--- config.mk ---
export PLATFORM = sky130hd
export DESIGN_NAME = muldiv_unit
export DESIGN_NICKNAME = d
export VERILOG_FILES = /design/src/rtl/muldiv_unit.sv
export SDC_FILE = /design/constraint.sdc
export NUM_CORES = 1
export LEC_CHECK = 0
export ABC_AREA = 0
export CORE_MARGIN = 10
export CORE_UTILIZATION = 51
export DETAILED_ROUTE_END_ITERATION = 10
export HOLD_SLACK_MARGIN = 0.15
export PLACE_DENSITY_LB_ADDON = 0.15
export SYNTH_ARGS = -nofsm -noshare
export SYNTH_HDL_FRONTEND = slang
export SYNTH_SLANG_ARGS = --single-unit
--- constraint.sdc ---
create_clock -name clk -period 3.3 [get_ports clk]
set_input_delay 0.66 -clock clk [delete_from_list [all_inputs] [get_ports clk]]
set_output_delay 0.66 -clock clk [all_outputs]
set_load 0.005 [all_outputs]
--- src/rtl/muldiv_unit.sv ---
// Iterative 32-bit multiply/divide unit with architectural HI/LO registers.
// Radix-2 shift-add multiply and restoring divide on magnitudes, sign fix-up in a final cycle.
module muldiv_unit (
    input  logic        clk,
    input  logic        rst,
    input  logic [3:0]  ctl,
    input  logic [31:0] s,
    input  logic [31:0] t,
    input  logic        pause_i,
    output logic [31:0] res,
    output logic        busy,
    output logic        pause_o
);

    localparam logic [3:0] OpMult  = 4'd1;
    localparam logic [3:0] OpMultu = 4'd2;
    localparam logic [3:0] OpDiv   = 4'd3;
    localparam logic [3:0] OpDivu  = 4'd4;
    localparam logic [3:0] OpMfhi  = 4'd5;
    localparam logic [3:0] OpMflo  = 4'd6;
    localparam logic [3:0] OpMthi  = 4'd7;
    localparam logic [3:0] OpMtlo  = 4'd8;

    typedef enum logic [1:0] {StIdle, StMul, StDiv, StFix} state_e;

    state_e      state_q, state_d;
    logic [31:0] hi_q, hi_d, lo_q, lo_d;
    logic [63:0] acc_q, acc_d;
    logic [31:0] dvsr_q, dvsr_d;
    logic [5:0]  cnt_q, cnt_d;
    logic        neg_quot_q, neg_quot_d, neg_rem_q, neg_rem_d, is_div_q, is_div_d;

    logic        is_signed;
    logic [31:0] s_mag, t_mag;
    logic [32:0] mul_sum, div_diff;

    assign is_signed = (ctl == OpMult) || (ctl == OpDiv);
    assign s_mag     = (is_signed && s[31]) ? (~s + 32'd1) : s;
    assign t_mag     = (is_signed && t[31]) ? (~t + 32'd1) : t;
    assign mul_sum   = {1'b0, acc_q[63:32]} + (acc_q[0] ? {1'b0, dvsr_q} : 33'd0);
    // Remainder shifted left by one is 33 bits wide; borrow in bit 32 means "restore".
    assign div_diff  = acc_q[63:31] - {1'b0, dvsr_q};

    assign busy    = (state_q != StIdle);
    assign pause_o = busy && (ctl >= OpMult) && (ctl <= OpMtlo);
    assign res     = (ctl == OpMfhi) ? hi_q : (ctl == OpMflo) ? lo_q : 32'd0;

    always_comb begin
        state_d    = state_q;
        hi_d       = hi_q;
        lo_d       = lo_q;
        acc_d      = acc_q;
        dvsr_d     = dvsr_q;
        cnt_d      = cnt_q;
        neg_quot_d = neg_quot_q;
        neg_rem_d  = neg_rem_q;
        is_div_d   = is_div_q;
        unique case (state_q)
            StIdle: begin
                if (!pause_i) begin
                    case (ctl)
                        OpMult, OpMultu: begin
                            acc_d      = {32'd0, t_mag};
                            dvsr_d     = s_mag;
                            neg_quot_d = is_signed && (s[31] ^ t[31]);
                            neg_rem_d  = 1'b0;
                            is_div_d   = 1'b0;
                            cnt_d      = 6'd0;
                            state_d    = StMul;
                        end
                        OpDiv, OpDivu: begin
                            acc_d      = {32'd0, s_mag};
                            dvsr_d     = t_mag;
                            // Divide by zero keeps the all-ones quotient unsigned.
                            neg_quot_d = is_signed && (s[31] ^ t[31]) && (t != 32'd0);
                            neg_rem_d  = is_signed && s[31];
                            is_div_d   = 1'b1;
                            cnt_d      = 6'd0;
                            state_d    = StDiv;
                        end
                        OpMthi:  hi_d = s;
                        OpMtlo:  lo_d = s;
                        default: ;
                    endcase
                end
            end
            StMul: begin
                acc_d = {mul_sum, acc_q[31:1]};
                cnt_d = cnt_q + 6'd1;
                if (cnt_q == 6'd31) state_d = StFix;
            end
            StDiv: begin
                if (!div_diff[32]) acc_d = {div_diff[31:0], acc_q[30:0], 1'b1};
                else               acc_d = {acc_q[62:0], 1'b0};
                cnt_d = cnt_q + 6'd1;
                if (cnt_q == 6'd31) state_d = StFix;
            end
            StFix: begin
                if (is_div_q) begin
                    lo_d = neg_quot_q ? (~acc_q[31:0] + 32'd1) : acc_q[31:0];
                    hi_d = neg_rem_q ? (~acc_q[63:32] + 32'd1) : acc_q[63:32];
                end else begin
                    {hi_d, lo_d} = neg_quot_q ? (~acc_q + 64'd1) : acc_q;
                end
                state_d = StIdle;
            end
            default: state_d = StIdle;
        endcase
    end

    always_ff @(posedge clk or negedge rst) begin
        if (!rst) begin
            state_q    <= StIdle;
            hi_q       <= 32'd0;
            lo_q       <= 32'd0;
            acc_q      <= 64'd0;
            dvsr_q     <= 32'd0;
            cnt_q      <= 6'd0;
            neg_quot_q <= 1'b0;
            neg_rem_q  <= 1'b0;
            is_div_q   <= 1'b0;
        end else begin
            state_q    <= state_d;
            hi_q       <= hi_d;
            lo_q       <= lo_d;
            acc_q      <= acc_d;
            dvsr_q     <= dvsr_d;
            cnt_q      <= cnt_d;
            neg_quot_q <= neg_quot_d;
            neg_rem_q  <= neg_rem_d;
            is_div_q   <= is_div_d;
        end
    end

endmodule

==> metrics, run 1 <==
most frequent CP cell buf_4; Die Wd roughly 190 µm; Pleak approximately 9 nW; maxcap violations 0; Vias approximately 17000; pwr dens 980 mW/mm²; Worst Path Class, Setup flop to flop; clock network fraction of design power 11.4%; Synth Area in Compound Gates 29.4%; Post-Syn Nets between 2000 and 2500; Crit path required time approximately 3.7 ns; critical path launch point type flop; Ports 105; drt wl/cell about 22 µm; largest net degree at the start of global routing a little under 70; Clock Sinks between 150 and 200; Final setup viols 0; Synth Warn # 0; XOR/XNOR share of the synthesized area between 10% and 20%; hold buffers post-CTS 0; initial antenna violation count 1; Slowest cell on crit path dfrtp_1; Post-Route WL 59.9 mm; ys async rst share 100%; nets around 2500; Placed Cells around 2700; Starting Density 51.9%; Flop pwr share around a fifth; fraction of layout cells with a size suffix above 1 20.7%; H-tree level count 4; Post-synth EDFFs 0; CP bufs+invs 5; adder-cell share of the synthesized area around 6.4%; Max Root-Sink Buffers 2; CP Data Arrival Time roughly 3.7 ns; GRT Residual Overflow 0; worst vdd ir ~0.64 mV; Post-Synth Simple-Gate Area around a fifth; area of the die 0.0366 mm²; area of the core just under 0.03 mm²; Slew Viols, Final 0; fmax between 0.3 and 0.4 GHz; combinational power share about 69%; CTS tree built; synth unique cells just over 70; status finished clean; largest stage delay on the critical path between 0.4 and 0.5 ns; Clk Tree Root Cell clkbuf_16; Worst R2R Setup Slack about 0.013 ns; GRT Util Overall 31.8%; RSZ-0062 raised after global routing yes; fin cells roughly 2700; synthesized area per cell 7.55 µm²; synthesized flop and latch total between 150 and 200; post-synthesis sequential area ratio between 20 and 30%; worst min path class primary input to asynchronous set/reset pin; Detail Placement HPWL roughly 45 mm; Final Hold Viols 0; vias in the first global route ~16000; main combinational cell family by area after synthesis compound AO/OA/AOI/OAI gates; row count 62; crit-path cells inv_1, ha_4, a21o_1, a21oi_1, nor2b_1, o311ai_2, buf_4, nand4b_1, o31ai_1, buf_4, xor2_4, buf_12, a32oi_1, o21ai_1, buf_4, a21o_1; fin crit share between 90 and 100%; first-pass GRT wire length 90.9 mm; total power between 15 and 20 mW; # diodes 0; Worst-path clk slew about 0.090 ns; multiplexer share of the synthesized area under 10%; Initial DRC Count approximately 2100; endpoint type of the worst setup path flop; clock skew about 0.024 ns; actual slew at the worst max-slew pin approximately 0.93 ns; Max-slew headroom 37.7%; Final min period between 3 and 4 ns; Mapped Area between 0.01 and 0.015 mm²; Via density about 6.2; crit-path leading delay family compound AO/OA/AOI/OAI gates; Remaining DRCs 0; area delta synth->final 33.2%; Pre-antenna DRT Iters 6; Synth Instances about 2000; Main synth FF type dfrtp_1; Max Fanout on Critical Path 6; Skew-Pair Late Insertion Delay roughly 0.45 ns; Detail Route Antenna Nets 0; switch share around 50%; RD Place Congestion between 1 and 1.5; CTS Buf Count 17; port buffer count roughly 100; internal power 9.86 mW; Psw about 9.7 mW; Die Y 191 µm
worst paths after layout:
kind,startpoint,to,cells after the start
hold reg to reg,lo_q[27],lo_q[27],2
setup / recovery,dvsr_q[25],acc_q[57],16
min in group clk,lo_q[27],lo_q[27],2
max in group asynchronous,rst,hi_q[29],2
hold / removal,rst,lo_q[11],1
setup reg to reg,dvsr_q[25],acc_q[57],16
through the flow:
| step | instance area [µm²] | setup TNS, ns | hold WS (ns) | setup WS, ns | utilization [%] |
|---|---|---|---|---|---|
| 2_1_floorplan | 15000 | -0.0468 | 0.364 | -0.0468 | - |
| 3_3_place_gp | 18600 | -5.31 | 0.460 | -0.231 | 64.4 |
| 3_5_place_dp | 18600 | -6.55 | 0.467 | -0.337 | 64.4 |
| 5_1_grt | 19900 | -0.435 | 0.246 | -0.111 | 69.1 |
| 4_1_cts | 19500 | -0.0527 | 0.221 | -0.0515 | 67.5 |
| 6_report | 19900 | 0 | 0.197 | 0.0129 | 69.1 |
placed cells by master, fill, tap and decap left out, types with 7 or more instances in the layout:
| cell | Yosys | final |
|---|---|---|
| buf_4 | 0 | 306 |
| nand2_1 | 255 | 253 |
| o21ai_0 | 253 | 228 |
| nor2_1 | 185 | 181 |
| a21oi_1 | 186 | 173 |
| dfrtp_1 | 171 | 170 |
| clkdlybuf4s50_1 | 0 | 103 |
| xnor2_1 | 92 | 91 |
| xor2_1 | 84 | 81 |
| ha_1 | 73 | 57 |
| inv_1 | 59 | 52 |
| a22oi_1 | 43 | 43 |
| a22o_1 | 41 | 41 |
| a21o_1 | 40 | 39 |
| nor3_1 | 42 | 38 |
| nand3_1 | 32 | 31 |
| mux2i_1 | 22 | 22 |
| a211oi_1 | 23 | 20 |
| o31ai_1 | 21 | 20 |
| nor2b_1 | 21 | 19 |
| o21ai_1 | 1 | 19 |
| clkbuf_16 | 0 | 19 |
| a31oi_1 | 16 | 14 |
| nand2b_1 | 14 | 13 |
| buf_12 | 0 | 12 |
| ha_4 | 0 | 10 |
| or3_1 | 10 | 9 |
| or4_1 | 10 | 9 |
| nand4_1 | 9 | 9 |
| nor4_1 | 11 | 9 |
| o211ai_1 | 9 | 9 |
| a21oi_2 | 0 | 9 |
| buf_6 | 0 | 9 |
| o41ai_1 | 10 | 8 |
| inv_2 | 0 | 7 |
| o21a_1 | 7 | 7 |
| or2_2 | 8 | 7 |
| and2_1 | 8 | 7 |
| and3_1 | 8 | 7 |
Yosys cell counts, drive strengths merged, types with 15 or more instances:
library cell | instances | area (µm²)
a211oi | 23 | 173
a21o | 40 | 300
a21oi | 186 | 931
a22o | 42 | 369
a22oi | 43 | 323
a31oi | 17 | 113
buf | 15 | 61.3
clkbuf | 113 | 424
dfrtp | 171 | 4280
ha | 73 | 913
inv | 59 | 221
mux2i | 22 | 220
nand2 | 255 | 957
nand3 | 32 | 160
nor2 | 186 | 701
nor2b | 21 | 131
nor3 | 42 | 210
o21ai | 254 | 1270
o31ai | 21 | 158
xnor2 | 92 | 806
xor2 | 84 | 736
layer usage:
metal | track usage [%] | part of all wire (%)
met1 | 45.2 | 44
met4 | 12.8 | 4.3
met3 | 6.41 | 10
met2 | 46.2 | 42
met5 | 0 | 0
layout make-up:
class / count / area [µm²]
fill: 2456 / 8920
inverter: 59 / 221
timing repair buffer: 434 / 3750
clock inverter: 15 / 193
tap: 384 / 480
clock buffer: 17 / 425
multi-input combinational: 1626 / 10600
sequential: 171 / 4280
repair_timing:
| action | 4_1_cts | 5_1_grt |
|---|---|---|
| gates cloned | 2 | 2 |
| pin swaps | 16 | 33 |
| endpoints found under the hold margin | 0 | 0 |
| endpoints found under the setup margin | 29 | 83 |
| buffers inserted | 5 | 11 |
| resized for setup | 47 | 94 |
registers in the layout (all words and copies together), names as in the netlist:
signal,flops
state_q,2
acc_q,64
lo_q,32
dvsr_q,32
neg_rem_q,1
neg_quot_q,1
cnt_q,6
hi_q,32
is_div_q,1
power by group through the flow:
stage                     sequential (mW)  clock, mW  combinational, mW
after global routing                 3.93       2.32               14.6
after floorplan                      3.70          0               7.36
final                                3.83       2.22               13.5
after detailed placement             3.82          0               12.2
after global placement               3.78          0               12.0
after CTS                            3.79       2.23               12.6
cells by family (layout without fill, tap and decap cells):
family	count (synthesis)	in the layout
XOR/XNOR	176	176
buffers and inverters	187	525
flip-flops	171	171
multiplexers	25	25
AND/OR/NAND/NOR	634	634
AO/OA/AOI/OAI	716	716
adder cells (fa/ha/maj)	75	75
Note: power is estimated with default switching activity, not from simulation.
==> run 2, diff against run 1 <==
Settings changed: CORE_MARGIN 10 to default.
==> metrics, run 2 (synthesis results as in run 1) <==
hold buffers post-CTS 0 (unchanged); Die Y 173 µm (-9.4%); combinational power share 69.6% (+0.6 points); Pre-antenna DRT Iters 6 (unchanged); CTS tree built; critical path launch point type flop; max reg flops 64 (unchanged); # diodes 0 (unchanged); Worst-path clk slew 0.08 ns (about the same); Remaining DRCs 0 (unchanged); Skew-Pair Late Insertion Delay 0.45 ns (about the same); Clk Tree Root Cell clkbuf_16; Flop pwr share 19.5% (about the same); Final min period 3.31 ns (+0.0259 ns); final instance area 0.0201 mm² (+0.97%); Max-slew headroom 43.6% (+5.9 points); nets 2445 (-0.41%); worst min path class primary input to asynchronous set/reset pin; largest stage delay on the critical path 0.41 ns (about the same); RD Place Congestion 1.04 (-1.4%); Max Fanout on Critical Path 5 (-1); Crit path required time 3.63 ns (-0.07 ns); fmax 0.302 GHz (-0.78%); Starting Density 52.0% (+0.14 points); crit-path cells inv_4, buf_12, nor2_1, ha_1, o211ai_1, o211ai_1, a311oi_2, buf_4, o21ai_4, a211oi_2, o21a_1, buf_6, buf_6, xor2_1, nor2_1, a221o_1; area delta synth->final 34.5%; Psw 9.64 mW (-0.57%); Detail Placement HPWL 44.3 mm (-2.0%); Post-DP Area 0.0185 mm² (-0.62%); internal power 10.0 mW (+1.5%); fin crit share 100% (+0.78 points); Die Wd 173 µm (-9.4%); fraction of layout cells with a size suffix above 1 21.1% (+0.39 points); drt wl/cell 21.7 µm (-2.0%); status finished, violations left; Detail Route Antenna Nets 0 (unchanged); fin util 70.0% (+0.86 points); Max Root-Sink Buffers 2 (unchanged); Slew Viols, Final 0 (unchanged); maxcap violations 0 (unchanged); Final Hold Viols 0 (unchanged); clock skew 0.0151 ns (-0.00866 ns); Clock Sinks 171 (unchanged); vias in the first global route 15193 (-3.4%); failing checks negative setup slack; most frequent cells in the layout buf_4 (290), nand2_1 (254), o21ai_0 (236); GRT Util Overall 37.6% (+5.8 points); row count 62 (unchanged); area of the die 0.0300 mm² (-18%); Final setup viols 1 (+1); port buffer count 104 (unchanged); clock network fraction of design power 11.0% (-0.4 points); endpoint type of the worst setup path flop; Vias 16651 (-1.2%); Via density 6.18 (-0.83%); Slowest cell on crit path dfrtp_1; initial antenna violation count 0 (-1); area of the core 0.0288 mm² (-0.27%); Post-Route WL 58.4 mm (-2.4%); largest net degree at the start of global routing 86 (+26%); first-pass GRT wire length 87.7 mm (-3.6%); Pleak 8.93 nW (+0.16%); GRT Residual Overflow 0 (unchanged); Initial DRC Count 1947 (-5.1%); RSZ-0062 raised after global routing yes; actual slew at the worst max-slew pin 0.847 ns (-0.0880 ns); H-tree level count 4 (unchanged); Ports 105 (unchanged); pwr dens 975 mW/mm² (-0.51%); Worst Path Class, Setup flop to flop; Min Hold Slack 0.282 ns (+0.0852 ns); most flop-heavy register acc_q; CTS Buf Count 17 (unchanged); PnR worst setup slack -0.0130 ns (-0.0259 ns); CP Data Arrival Time 3.64 ns (-0.04 ns); switch share 49.1% (-0.51 points); commonest non-fill, non-tap cell in the layout buf_4; worst vdd ir 0.595 mV (-7.0%)
run 2: cell count changes in the layout (fill, tap and decap cells not counted), moves of 5 or more:
cell and change:
a21oi_2 +5, nor2_1 -8, buf_4 -16, o21ai_0 +8
nor2_4 +5, o21ai_1 -8, ha_4 +5
run 2: timing repair:
action	4_1_cts	5_1_grt
setup endpoints to repair	42	75
buffers inserted	1	19
pin swaps	4	64
cloned	0	4
resized for setup	26	151
run 2: worst paths after layout:
| check | from | to | slack [ns] | depth (start not counted) |
|---|---|---|---|---|
| min in group clk | hi_q[27] | hi_q[27] | 0.48 | 2 |
| max in group asynchronous | rst | dvsr_q[13] | 2.26 | 2 |
| setup reg to reg | acc_q[0] | acc_q[58] | -0.01 | 16 |
| setup / recovery | acc_q[0] | acc_q[58] | -0.01 | 16 |
| hold reg to reg | hi_q[27] | hi_q[27] | 0.48 | 2 |
| hold / removal | rst | lo_q[11] | 0.28 | 1 |
run 2: routing by layer:
layer	GRT usage (%)	routed length, µm	vias up
li1	-	-	7729
met5	0	0	-
met3	5.09	5840	112
met2	55.4	25000	900
met4	14.4	2160	0
met1	55.7	25400	7910
run 2: power by group through the flow:
stage / Sequential [mW] / Combinational [mW] / Clock, mW
floorplan: 3.70 / 7.36 / 0
CTS: 3.77 / 12.3 / 2.15
detailed placement: 3.80 / 12.1 / 0
global placement: 3.77 / 11.8 / 0
global route: 3.91 / 14.6 / 2.23
finish: 3.82 / 13.7 / 2.16
run 2: per-stage QoR:
step           total power [mW]  setup WS, ns    TNS, ns  std cells
2_1_floorplan              11.1       -0.0468    -0.0468       1984
3_3_place_gp               15.6        -0.185      -4.71       2641
3_5_place_dp               15.9        -0.246      -5.04       2641
4_1_cts                    18.2     -0.000311  -0.000311       2674
5_1_grt                    20.8        -0.206      -1.07       2696
6_report                   19.6       -0.0130    -0.0130       2696
run 2: critical path, delay by kind of cell, from the launching register on:
kind	cells	cell delay, ns
AOI/OAI and AO/OA	7	1.47
buffers and inverters	5	0.66
DFF	1	0.41
adders and majority gates	1	0.36
xor gates and xnor gates	1	0.14
and+or+nand+nor	2	0.13
run 2: cell type report:
cell class,count,area (µm²)
Clock inverter,14,163
Clock buffer,18,429
Inverter,59,224
Sequential cell,171,4280
Multi-Input combinational cell,1626,10800
Timing Repair Buffer,424,3760
Fill cell,2378,8650
Tap cell,384,480
